## config.mk

```make
export PLATFORM = sky130hd
export DESIGN_NAME = wb_rect_fill_engine
export DESIGN_NICKNAME = d
export VERILOG_FILES = /design/src/rtl/wb_rect_fill_engine.sv
export SDC_FILE = /design/constraint.sdc
export NUM_CORES = 1
export LEC_CHECK = 0
export ABC_AREA = 1
export BUFFER_PORTS_ARGS = -buffer_cell sky130_fd_sc_hd__buf_2
export CAP_MARGIN = 20
export CORE_MARGIN = 4
export CORE_UTILIZATION = 55
export CTS_CLUSTER_DIAMETER = 150
export DETAILED_ROUTE_END_ITERATION = 10
export PLACE_DENSITY = 0.82
export RECOVER_POWER = 50
export SLEW_MARGIN = 20
export SYNTH_ARGS = -nofsm -noshare
export SYNTH_HDL_FRONTEND = slang
export SYNTH_SLANG_ARGS = --single-unit
```

## constraint.sdc

```tcl
create_clock -name I_wb_clk -period 5 [get_ports I_wb_clk]
set_input_delay 0.5 -clock I_wb_clk [delete_from_list [all_inputs] [get_ports I_wb_clk]]
set_output_delay 0.5 -clock I_wb_clk [all_outputs]
set_load 0.03 [all_outputs]
```

## src/rtl/wb_rect_fill_engine.sv

```systemverilog
// Rectangle-fill blitter: a Wishbone slave register file programs a clipped rectangle,
// and a Wishbone master writes one framebuffer pixel per request.
module wb_rect_fill_engine #(
    parameter int FB_W  = 160,
    parameter int FB_H  = 120,
    parameter int ADR_W = 17
) (
    input  logic             I_wb_clk,
    input  logic             I_wb_rst,
    input  logic [2:0]       I_s_adr,
    input  logic [7:0]       I_s_dat,
    input  logic             I_s_we,
    input  logic             I_s_stb,
    input  logic             I_s_cyc,
    output logic             O_s_ack,
    output logic [7:0]       O_s_dat,
    output logic [ADR_W-1:0] O_m_adr,
    output logic [7:0]       O_m_dat,
    output logic             O_m_we,
    output logic             O_m_stb,
    output logic             O_m_cyc,
    input  logic             I_m_ack,
    output logic             O_busy,
    output logic             O_done
);
    localparam int PIX_W = ADR_W - 2;

    typedef enum logic [1:0] {ST_IDLE, ST_REQ, ST_GAP} state_t;

    state_t             state_q, state_d;
    logic               s_ack_q, s_ack_d;
    logic [7:0]         s_dat_q, s_dat_d;
    logic [7:0]         x0_q, x0_d, w_q, w_d, color_q, color_d;
    logic [6:0]         y0_q, y0_d, h_q, h_d;
    logic [7:0]         lx0_q, lx0_d, lcolor_q, lcolor_d;
    logic [6:0]         ly0_q, ly0_d;
    logic [8:0]         xe_q, xe_d, ye_q, ye_d;
    logic               empty_q, empty_d;
    logic               start_q, start_d;
    logic [7:0]         x_q, x_d;
    logic [6:0]         y_q, y_d;
    logic [ADR_W-1:0]   adr_q, adr_d;
    logic [7:0]         dat_q, dat_d;
    logic               stb_q, stb_d;
    logic               busy_q, busy_d;
    logic               done_q, done_d;
    logic               sticky_q, sticky_d;

    logic       s_acc, s_wr, s_rd, ctrl_wr, abort_req, start_req;
    logic [8:0] x_sum, y_sum, x_inc, y_inc;

    // Pixel index y*160 + x built from shifts so no multiplier is needed.
    function automatic logic [ADR_W-1:0] pix_adr(input logic [6:0] y, input logic [7:0] x);
        logic [PIX_W-1:0] p;
        p = PIX_W'({y, 7'b0}) + PIX_W'({y, 5'b0}) + PIX_W'(x);
        return {p, 2'b00};
    endfunction

    assign s_acc     = I_s_stb & I_s_cyc & ~s_ack_q;
    assign s_wr      = s_acc & I_s_we;
    assign s_rd      = s_acc & ~I_s_we;
    assign ctrl_wr   = s_wr & (I_s_adr == 3'd5);
    assign abort_req = ctrl_wr & I_s_dat[1] & (busy_q | start_q);
    assign start_req = ctrl_wr & I_s_dat[0] & ~I_s_dat[1] & ~busy_q & ~start_q;

    assign x_sum = {1'b0, x0_q} + {1'b0, w_q};
    assign y_sum = {2'b0, y0_q} + {2'b0, h_q};
    assign x_inc = {1'b0, x_q} + 9'd1;
    assign y_inc = {2'b0, y_q} + 9'd1;

    always_comb begin
        state_d  = state_q;
        s_ack_d  = s_acc;
        s_dat_d  = s_dat_q;
        x0_d     = x0_q;
        y0_d     = y0_q;
        w_d      = w_q;
        h_d      = h_q;
        color_d  = color_q;
        lx0_d    = lx0_q;
        ly0_d    = ly0_q;
        lcolor_d = lcolor_q;
        xe_d     = xe_q;
        ye_d     = ye_q;
        empty_d  = empty_q;
        start_d  = start_q;
        x_d      = x_q;
        y_d      = y_q;
        adr_d    = adr_q;
        dat_d    = dat_q;
        stb_d    = stb_q;
        busy_d   = busy_q;
        done_d   = 1'b0;
        sticky_d = sticky_q;

        if (s_wr) begin
            case (I_s_adr)
                3'd0:    x0_d    = I_s_dat;
                3'd1:    y0_d    = I_s_dat[6:0];
                3'd2:    w_d     = I_s_dat;
                3'd3:    h_d     = I_s_dat[6:0];
                3'd4:    color_d = I_s_dat;
                default: ;
            endcase
        end

        if (s_rd) begin
            case (I_s_adr)
                3'd0:    s_dat_d = x0_q;
                3'd1:    s_dat_d = {1'b0, y0_q};
                3'd2:    s_dat_d = w_q;
                3'd3:    s_dat_d = {1'b0, h_q};
                3'd4:    s_dat_d = color_q;
                3'd5:    s_dat_d = {6'b0, sticky_q, busy_q};
                default: s_dat_d = 8'h00;
            endcase
            if (I_s_adr == 3'd5) sticky_d = 1'b0;
        end

        case (state_q)
            ST_IDLE: begin
                if (start_q) begin
                    start_d = 1'b0;
                    if (empty_q) begin
                        done_d = 1'b1;
                    end else begin
                        state_d = ST_REQ;
                        stb_d   = 1'b1;
                        busy_d  = 1'b1;
                        x_d     = lx0_q;
                        y_d     = ly0_q;
                        adr_d   = pix_adr(ly0_q, lx0_q);
                        dat_d   = lcolor_q;
                    end
                end
            end
            ST_REQ: begin
                if (I_m_ack) begin
                    state_d = ST_GAP;
                    stb_d   = 1'b0;
                end
            end
            ST_GAP: begin
                // A registered-ack slave still shows its ack here; it is deliberately ignored.
                if (x_inc == xe_q) begin
                    if (y_inc == ye_q) begin
                        state_d = ST_IDLE;
                        busy_d  = 1'b0;
                        done_d  = 1'b1;
                    end else begin
                        state_d = ST_REQ;
                        stb_d   = 1'b1;
                        x_d     = lx0_q;
                        y_d     = y_inc[6:0];
                        adr_d   = pix_adr(y_inc[6:0], lx0_q);
                    end
                end else begin
                    state_d = ST_REQ;
                    stb_d   = 1'b1;
                    x_d     = x_inc[7:0];
                    adr_d   = pix_adr(y_q, x_inc[7:0]);
                end
            end
            default: state_d = ST_IDLE;
        endcase

        // Operands are snapshotted here so register writes during a fill cannot disturb it.
        if (start_req) begin
            start_d  = 1'b1;
            lx0_d    = x0_q;
            ly0_d    = y0_q;
            lcolor_d = color_q;
            xe_d     = (x_sum > 9'(FB_W)) ? 9'(FB_W) : x_sum;
            ye_d     = (y_sum > 9'(FB_H)) ? 9'(FB_H) : y_sum;
            empty_d  = ({1'b0, x0_q} >= 9'(FB_W)) | ({2'b0, y0_q} >= 9'(FB_H)) |
                       (w_q == 8'd0) | (h_q == 7'd0);
        end

        if (abort_req) begin
            state_d = ST_IDLE;
            stb_d   = 1'b0;
            busy_d  = 1'b0;
            start_d = 1'b0;
            done_d  = 1'b1;
        end

        if (done_d) sticky_d = 1'b1;
    end

    always_ff @(posedge I_wb_clk or posedge I_wb_rst) begin
        if (I_wb_rst) begin
            state_q  <= ST_IDLE;
            s_ack_q  <= 1'b0;
            s_dat_q  <= 8'h00;
            x0_q     <= 8'h00;
            y0_q     <= 7'h00;
            w_q      <= 8'h00;
            h_q      <= 7'h00;
            color_q  <= 8'h00;
            lx0_q    <= 8'h00;
            ly0_q    <= 7'h00;
            lcolor_q <= 8'h00;
            xe_q     <= 9'h000;
            ye_q     <= 9'h000;
            empty_q  <= 1'b0;
            start_q  <= 1'b0;
            x_q      <= 8'h00;
            y_q      <= 7'h00;
            adr_q    <= '0;
            dat_q    <= 8'h00;
            stb_q    <= 1'b0;
            busy_q   <= 1'b0;
            done_q   <= 1'b0;
            sticky_q <= 1'b0;
        end else begin
            state_q  <= state_d;
            s_ack_q  <= s_ack_d;
            s_dat_q  <= s_dat_d;
            x0_q     <= x0_d;
            y0_q     <= y0_d;
            w_q      <= w_d;
            h_q      <= h_d;
            color_q  <= color_d;
            lx0_q    <= lx0_d;
            ly0_q    <= ly0_d;
            lcolor_q <= lcolor_d;
            xe_q     <= xe_d;
            ye_q     <= ye_d;
            empty_q  <= empty_d;
            start_q  <= start_d;
            x_q      <= x_d;
            y_q      <= y_d;
            adr_q    <= adr_d;
            dat_q    <= dat_d;
            stb_q    <= stb_d;
            busy_q   <= busy_d;
            done_q   <= done_d;
            sticky_q <= sticky_d;
        end
    end

    assign O_s_ack = s_ack_q;
    assign O_s_dat = s_dat_q;
    assign O_m_adr = adr_q;
    assign O_m_dat = dat_q;
    assign O_m_stb = stb_q;
    assign O_m_cyc = stb_q;
    assign O_m_we  = stb_q;
    assign O_busy  = busy_q;
    assign O_done  = done_q;

endmodule

```

# After elaboration in Yosys (flattened, before gate mapping)
# Index checks and enable logic that the tools add are counted.
dict set report word_totals {
  reg_bits 136
  input_bits 17
  wordCells 148
  out_inout_bits 39
}
dict set report op_classes {
  n_lt_le_gt_ge 4
  n_reduce_logical 22
  n_mux 48
  bitwise 21
  add_sub_neg 10
  n_eq_ne 20
}
# op count
set ops {}
lappend ops {{$mux 17} 4}
lappend ops {{$pmux 8 s6} 1}
lappend ops {{$add 14x12->15} 3}
lappend ops {{$add 15x8->15} 3}
lappend ops {{$mux 8} 5}
lappend ops {{$pmux 17 s2} 1}
lappend ops {{$mux 7} 4}
lappend ops {{$mux 1} 21}
lappend ops {{$ne 3x3->1 const B} 6}
lappend ops {{$pmux 8 s2} 1}
lappend ops {{$reduce_and 5->1} 3}
lappend ops {{$pmux 7 s2} 1}
lappend ops {{$reduce_and 2->1} 6}
lappend ops {{$and 1x1->1} 11}
lappend ops {{$mux 2} 5}
lappend ops {{$add 8x1->9 const B} 1}
lappend ops {{$add 8x8->9} 1}
lappend ops {{$eq 8x9->1} 1}
lappend ops {{$eq 9x9->1} 1}
lappend ops {{$gt 9x8->1 const B} 1}
lappend ops {{$mux 9} 1}
lappend ops {{$add 7x1->8 const B} 1}
lappend ops {{$add 7x7->8} 1}
lappend ops {{$ge 8x8->1 const B} 1}
lappend ops {{23 further kinds} 41}

# Longest topological paths before layout
dict set report logic_depth {
  word_depth 10
  mapped_depth 23
  mapped_depth_nobuf 23
}

# Least setup slack after synthesis
# No wires, ideal clock.
dict set report synth_path {
  path_type {register to register}
  from {register y_q[1]}
  to {register adr_q[16], in the netlist O_m_adr[16]}
  setup_time_ns 0.065
  arrival_time_ns 2.706
  path_stages_with_launch 15
  required_time_ns 4.935
  setup_slack_ns 2.229
  synth_period_minus_slack_ns 2.771
  n_path_buf 0
  cell_sequence {dfrtp_1 > ha_1 > inv_1 > nand2_1 > nand2_1 > fa_1 > fa_1 > or3_1 > nand2_1 > nand2_1 > a21oi_1 > nand3_1 > nand3_1 > nand2_1 > nand2_1}
}
dict set report synth_via {
  elab_chain_cells 6
  elab_cells_between_ends 11
  classes_between {add/sub: 5; eq/ne: 2; mux: 3; reduce/logical: 1}
}
# item line_no
set synth_lines {}
lappend synth_lines {{start, declared} 41} ;# logic [6:0] y_q, y_d;
lappend synth_lines {{start signal, assigned} 232} ;# y_q <= y_d;
lappend synth_lines {{$add 7x1->8} 69} ;# assign y_inc = {2'b0, y_q} + 9'd1;
lappend synth_lines {{$add 14x12->15} 55} ;# p = PIX_W'({y, 7'b0}) + PIX_W'({y, 5'b0}) + PIX_W'(x);
lappend synth_lines {{$add 15x8->15} 55}
lappend synth_lines {{$mux 17} 146} ;# if (y_inc == ye_q) begin
lappend synth_lines {{$mux 17} 145} ;# if (x_inc == xe_q) begin
lappend synth_lines {{$pmux 17 s2} 120} ;# case (state_q)
lappend synth_lines {{end signal, assigned} 233} ;# adr_q <= adr_d;
lappend synth_lines {{end, declared} 42} ;# logic [ADR_W-1:0] adr_q, adr_d;
# Parallel ways exist; a longest one is shown, timed or not. The select of a mux whose other input is x is not followed.
# A chain may end at the register's enable or synchronous reset.

==> results.txt <==
----------------------------------------------------
[Die]
  Die Wd ... 130.9 µm
  Core region area ... between 10,000 and 15,000 µm²
  Height of the chip ... 130.9 µm
  Starting density of the core ... 56.77%
  Std cell rows ... 44
  Num ports ... 56
  Total Die Area ... around 17,000 µm²

[Critical path]
  Path type of the worst setup path ... input port to async pin
  Combined buffer and inverter count along the critical path ... 3
  Critical path capture point type ... async pin
  Master of the slowest instance on the critical path ... sky130_fd_sc_hd__clkbuf_1
  Worst setup SP type ... input port
  Crit-path leading delay family ... buffers and inverters
  Worst path arrival time ... 3.70 ns
  CP peak stage delay ... 1.69 ns
  R2r setup slk ... 1.79 ns
  CP Max Fanout ... 54
  Required time at the endpoint of the critical path ... roughly 5.1 ns
  Worst-path cell chain ... buf_2 > clkinvlp_2 > clkbuf_1

[Layout]
  Final net count ... 1,247
  Antenna Diode Count ... 0
  Area grow syn2layout ... 11.00%
  Ratio of cells with drive above 1 in the final layout ... roughly 7.5%

[Place]
  Pre-CTS setup slack ... 1.818 ns
  Port bufs ... 53
  Global placement routability congestion ... 0.9959
  DPL Wire Length ... ~16,000 µm

[Clock tree]
  Cts bufs inserted ... 17
  Htree depth ... 4
  CTS hold repair buffers ... 0
  Number of buffers between clock root and the deepest sink ... 2
  Number of post-CTS setup repair buffers ... 0
  CTS Sinks ... 128
  Clock tree from TritonCTS ... yes
  Later-pin clock latency in the skew report ... approximately 0.43 ns
  Post-CTS resize count ... 0
  Clk pin slew, worst setup/hold paths ... 0.06 ns
  Cell at the root of the clock tree ... sky130_fd_sc_hd__clkbuf_16

[Logic synthesis]
  Mapped Area ... 8313 µm²
  Number of synthesized register bits ... 128
  Cell count after synthesis ... 1,123
  Total number of yosys warnings ... 0
  Area fraction of the dominant cell type after synthesis ... between 30% and 40%
  Cell type with the highest aggregate area in the netlist ... sky130_fd_sc_hd__dfrtp_1
  Leading register cell type out of synthesis ... sky130_fd_sc_hd__dfrtp_1
  Number of enable-type register cells in the synthesized netlist ... 0
  Post-Synthesis Mean Instance Area ... 7.402 µm²
  Synth top area cells ... sky130_fd_sc_hd__dfrtp_1 39%, sky130_fd_sc_hd__nand2_1 16%, sky130_fd_sc_hd__ha_1 8.4%
  Portion of the post-synthesis area used by sequential elements ... between 30% and 40%
  Synth unique cells ... 44
  Async set-or-reset flop fraction in the synthesized netlist ... 100.0%

[Outcome]
  Status ... complete, but fails checks
  Violations in the final reports ... max-capacitance violations, max-slew violations

[STA]
  Final critical-path share of the clock period ... 72.59%
  Number of failing hold endpoints at the final stage ... 0
  Post-layout minimum cycle time ... 3.629 ns
  Final Slew Violations ... 133
  Count of endpoints failing setup in the final report ... 0
  Highest clock frequency the design can meet ... 275.5 MHz
  Worst setup slack after layout ... 1.371 ns
  Setup TNS ... 0 ns
  Worst slew margin relative to its limit ... -62.21%
  Final Skew ... 0.007297 ns
  RSZ-0062 raised after global routing ... no
  Actual transition at the worst max-transition pin ... ~2.4 ns

[GRT]
  Wire length of the first global-routing pass ... 35,730 µm
  Global router's overall resource usage ... 26.75%
  Antenna violations before repair ... 0
  Largest net degree at the start of global routing ... 55
  Number of global-route vias before repair ... 7,251
  Sum of overflow across all layers after global routing ... 0

[Route]
  Average detailed-routed wire length per instance ... 16.16 µm
  Iteration-0 DRC count of the detailed router ... 577
  Pre-Repair DR Iteration Count ... 5
  Final wirelength ... approximately 22,000 µm
  Total number of vias ... 7,646
  ANT nets after route ... 0
  Average vias per placed instance ... 5.610
  DRC violation count after routing ... 0

[Power and ir drop]
  VDD IR max ... 0.2993 mV
  Leak ... 0.004901 µW
  PwrDens ... 399.2 nW/µm²

[Flow run]
  Max-cap viol count ... 3

[Min path]
  Class of the tightest hold or removal check ... input port to flip-flop

----------------------------------------------------
[state kept, by name (all words and copies together), names as in the netlist, 2 cells and up]
name      flops
x0_q          8
lx0_q         8
x_q           8
w_q           8
ly0_q         7
state_q       2
color_q       8
ye_q          8
xe_q          9
h_q           7
lcolor_q      8
O_m_dat       8
O_s_dat       8
O_m_adr      10
y_q           7
y0_q          7
[kinds of logic after synthesis]
family | count (synthesis) | synth area share [%]
adders and majority gates | 64 | 10.36
other | 1 | 0.04511
and+or+nand+nor | 534 | 27.27
AOI/OAI and AO/OA | 185 | 12.03
buffers and inverters | 186 | 9.121
muxes | 1 | 0.1204
xor gates and xnor gates | 24 | 2.529
DFF | 128 | 38.53
[cell usage in the layout (no fill, tap or decap), types with 18 or more instances in the layout]
master / netlist / layout
sky130_fd_sc_hd__nand2_1: 363 / 363
sky130_fd_sc_hd__nand3_1: 63 / 63
sky130_fd_sc_hd__buf_2: 6 / 36
sky130_fd_sc_hd__o21ai_0: 115 / 115
sky130_fd_sc_hd__clkbuf_1: 15 / 19
sky130_fd_sc_hd__a21oi_1: 36 / 36
sky130_fd_sc_hd__nor2_1: 51 / 50
sky130_fd_sc_hd__inv_1: 151 / 150
sky130_fd_sc_hd__ha_1: 56 / 56
sky130_fd_sc_hd__dfrtp_1: 128 / 128
sky130_fd_sc_hd__nand4_1: 18 / 18
[layer usage]
layer / track usage, % / part of all wire, % / routed length [µm]
met2: 43.37 / 48 / 10570
met4: 13.61 / 4.6 / 1010
met1: 34.00 / 43 / 9408
met5: 0 / 0 / 0
met3: 5.366 / 4.7 / 1037
[worst reg2reg max path: stages (launching register included)]
cell                      delay, ns
sky130_fd_sc_hd__dfrtp_1       0.59
sky130_fd_sc_hd__ha_1          0.35
sky130_fd_sc_hd__inv_1         0.06
sky130_fd_sc_hd__nand2_1       0.08
sky130_fd_sc_hd__nand2_1       0.11
sky130_fd_sc_hd__fa_1          0.51
sky130_fd_sc_hd__fa_1          0.50
sky130_fd_sc_hd__or3_1         0.38
sky130_fd_sc_hd__nand2_1       0.07
sky130_fd_sc_hd__nand2_1       0.06
sky130_fd_sc_hd__a21oi_1       0.13
sky130_fd_sc_hd__nand3_1       0.09
sky130_fd_sc_hd__nand3_1       0.11
sky130_fd_sc_hd__nand2_1       0.05
sky130_fd_sc_hd__nand2_1       0.06
[where the power goes]
group / total, µW / internal, µW / switching (µW)
clock network: 1270 / 751 / 520
registers: 1330 / 1180 / 155
logic: 1080 / 339 / 744
total: 3680 / 2260 / 1420
[stage by stage]
| step | area (µm²) | util, % | hold slack [ns] | std cells | total power (µW) |
|---|---|---|---|---|---|
| 2_1_floorplan | 8317 | - | 0.4492 | 1124 | 2143 |
| 3_5_place_dp | 8660 | 59.13 | 0.4613 | 1331 | 2425 |
| 5_1_grt | 9228 | 63.01 | 0.3134 | 1363 | 3894 |
| 4_1_cts | 9258 | 63.22 | 0.2043 | 1363 | 3697 |
| 3_3_place_gp | 8660 | 59.13 | 0.4546 | 1331 | 2392 |
| 6_report | 9228 | 63.01 | 0.3170 | 1363 | 3684 |
[cells in the mapped netlist, types with 3 or more instances]
library cell                 n
sky130_fd_sc_hd__nand2_2     3
sky130_fd_sc_hd__nor3_1      9
sky130_fd_sc_hd__a41oi_1     3
sky130_fd_sc_hd__nor2_4      3
sky130_fd_sc_hd__fa_1        8
sky130_fd_sc_hd__dfrtp_1   128
sky130_fd_sc_hd__xnor2_1    10
sky130_fd_sc_hd__o21ai_0   115
sky130_fd_sc_hd__nand3_1    63
sky130_fd_sc_hd__buf_4      12
sky130_fd_sc_hd__buf_2       6
sky130_fd_sc_hd__and2_1      3
sky130_fd_sc_hd__nor2_1     51
sky130_fd_sc_hd__nand3b_1    4
sky130_fd_sc_hd__inv_1     151
sky130_fd_sc_hd__xor2_1     14
sky130_fd_sc_hd__clkbuf_1   15
sky130_fd_sc_hd__o21ai_1     7
sky130_fd_sc_hd__nand2_1   363
sky130_fd_sc_hd__or2_2       4
sky130_fd_sc_hd__ha_1       56
sky130_fd_sc_hd__nand4_1    18
sky130_fd_sc_hd__a21oi_1    36
sky130_fd_sc_hd__o22ai_1     4
sky130_fd_sc_hd__a221oi_1    3
sky130_fd_sc_hd__nor4_1      6
sky130_fd_sc_hd__o211ai_1    3
sky130_fd_sc_hd__a211oi_1    3
[layout make-up]
type | instances | area [µm²]
multi-input cells | 810 | 4358
fillers | 1267 | 5416
flip-flops and latches | 128 | 3203
inverters | 152 | 571.8
well taps | 184 | 230.2
clock inverters | 15 | 172.7
clock buffers | 17 | 425.4
repair buffers | 57 | 266.5
[final timing paths]
check / from / endpoint / cells past startpoint
max in group I_wb_clk: y_q[0] / O_m_adr[16] / 14
hold reg to reg: O_m_adr[15] / O_m_adr[15] / 2
setup / recovery: I_wb_rst / O_done / 3
min in group asynchronous: I_wb_rst / lx0_q[1] / 2
setup reg to reg: y_q[0] / O_m_adr[16] / 14
hold / removal: I_s_stb / O_s_ack / 3
No activity file was read; power rests on OpenSTA's default activity.
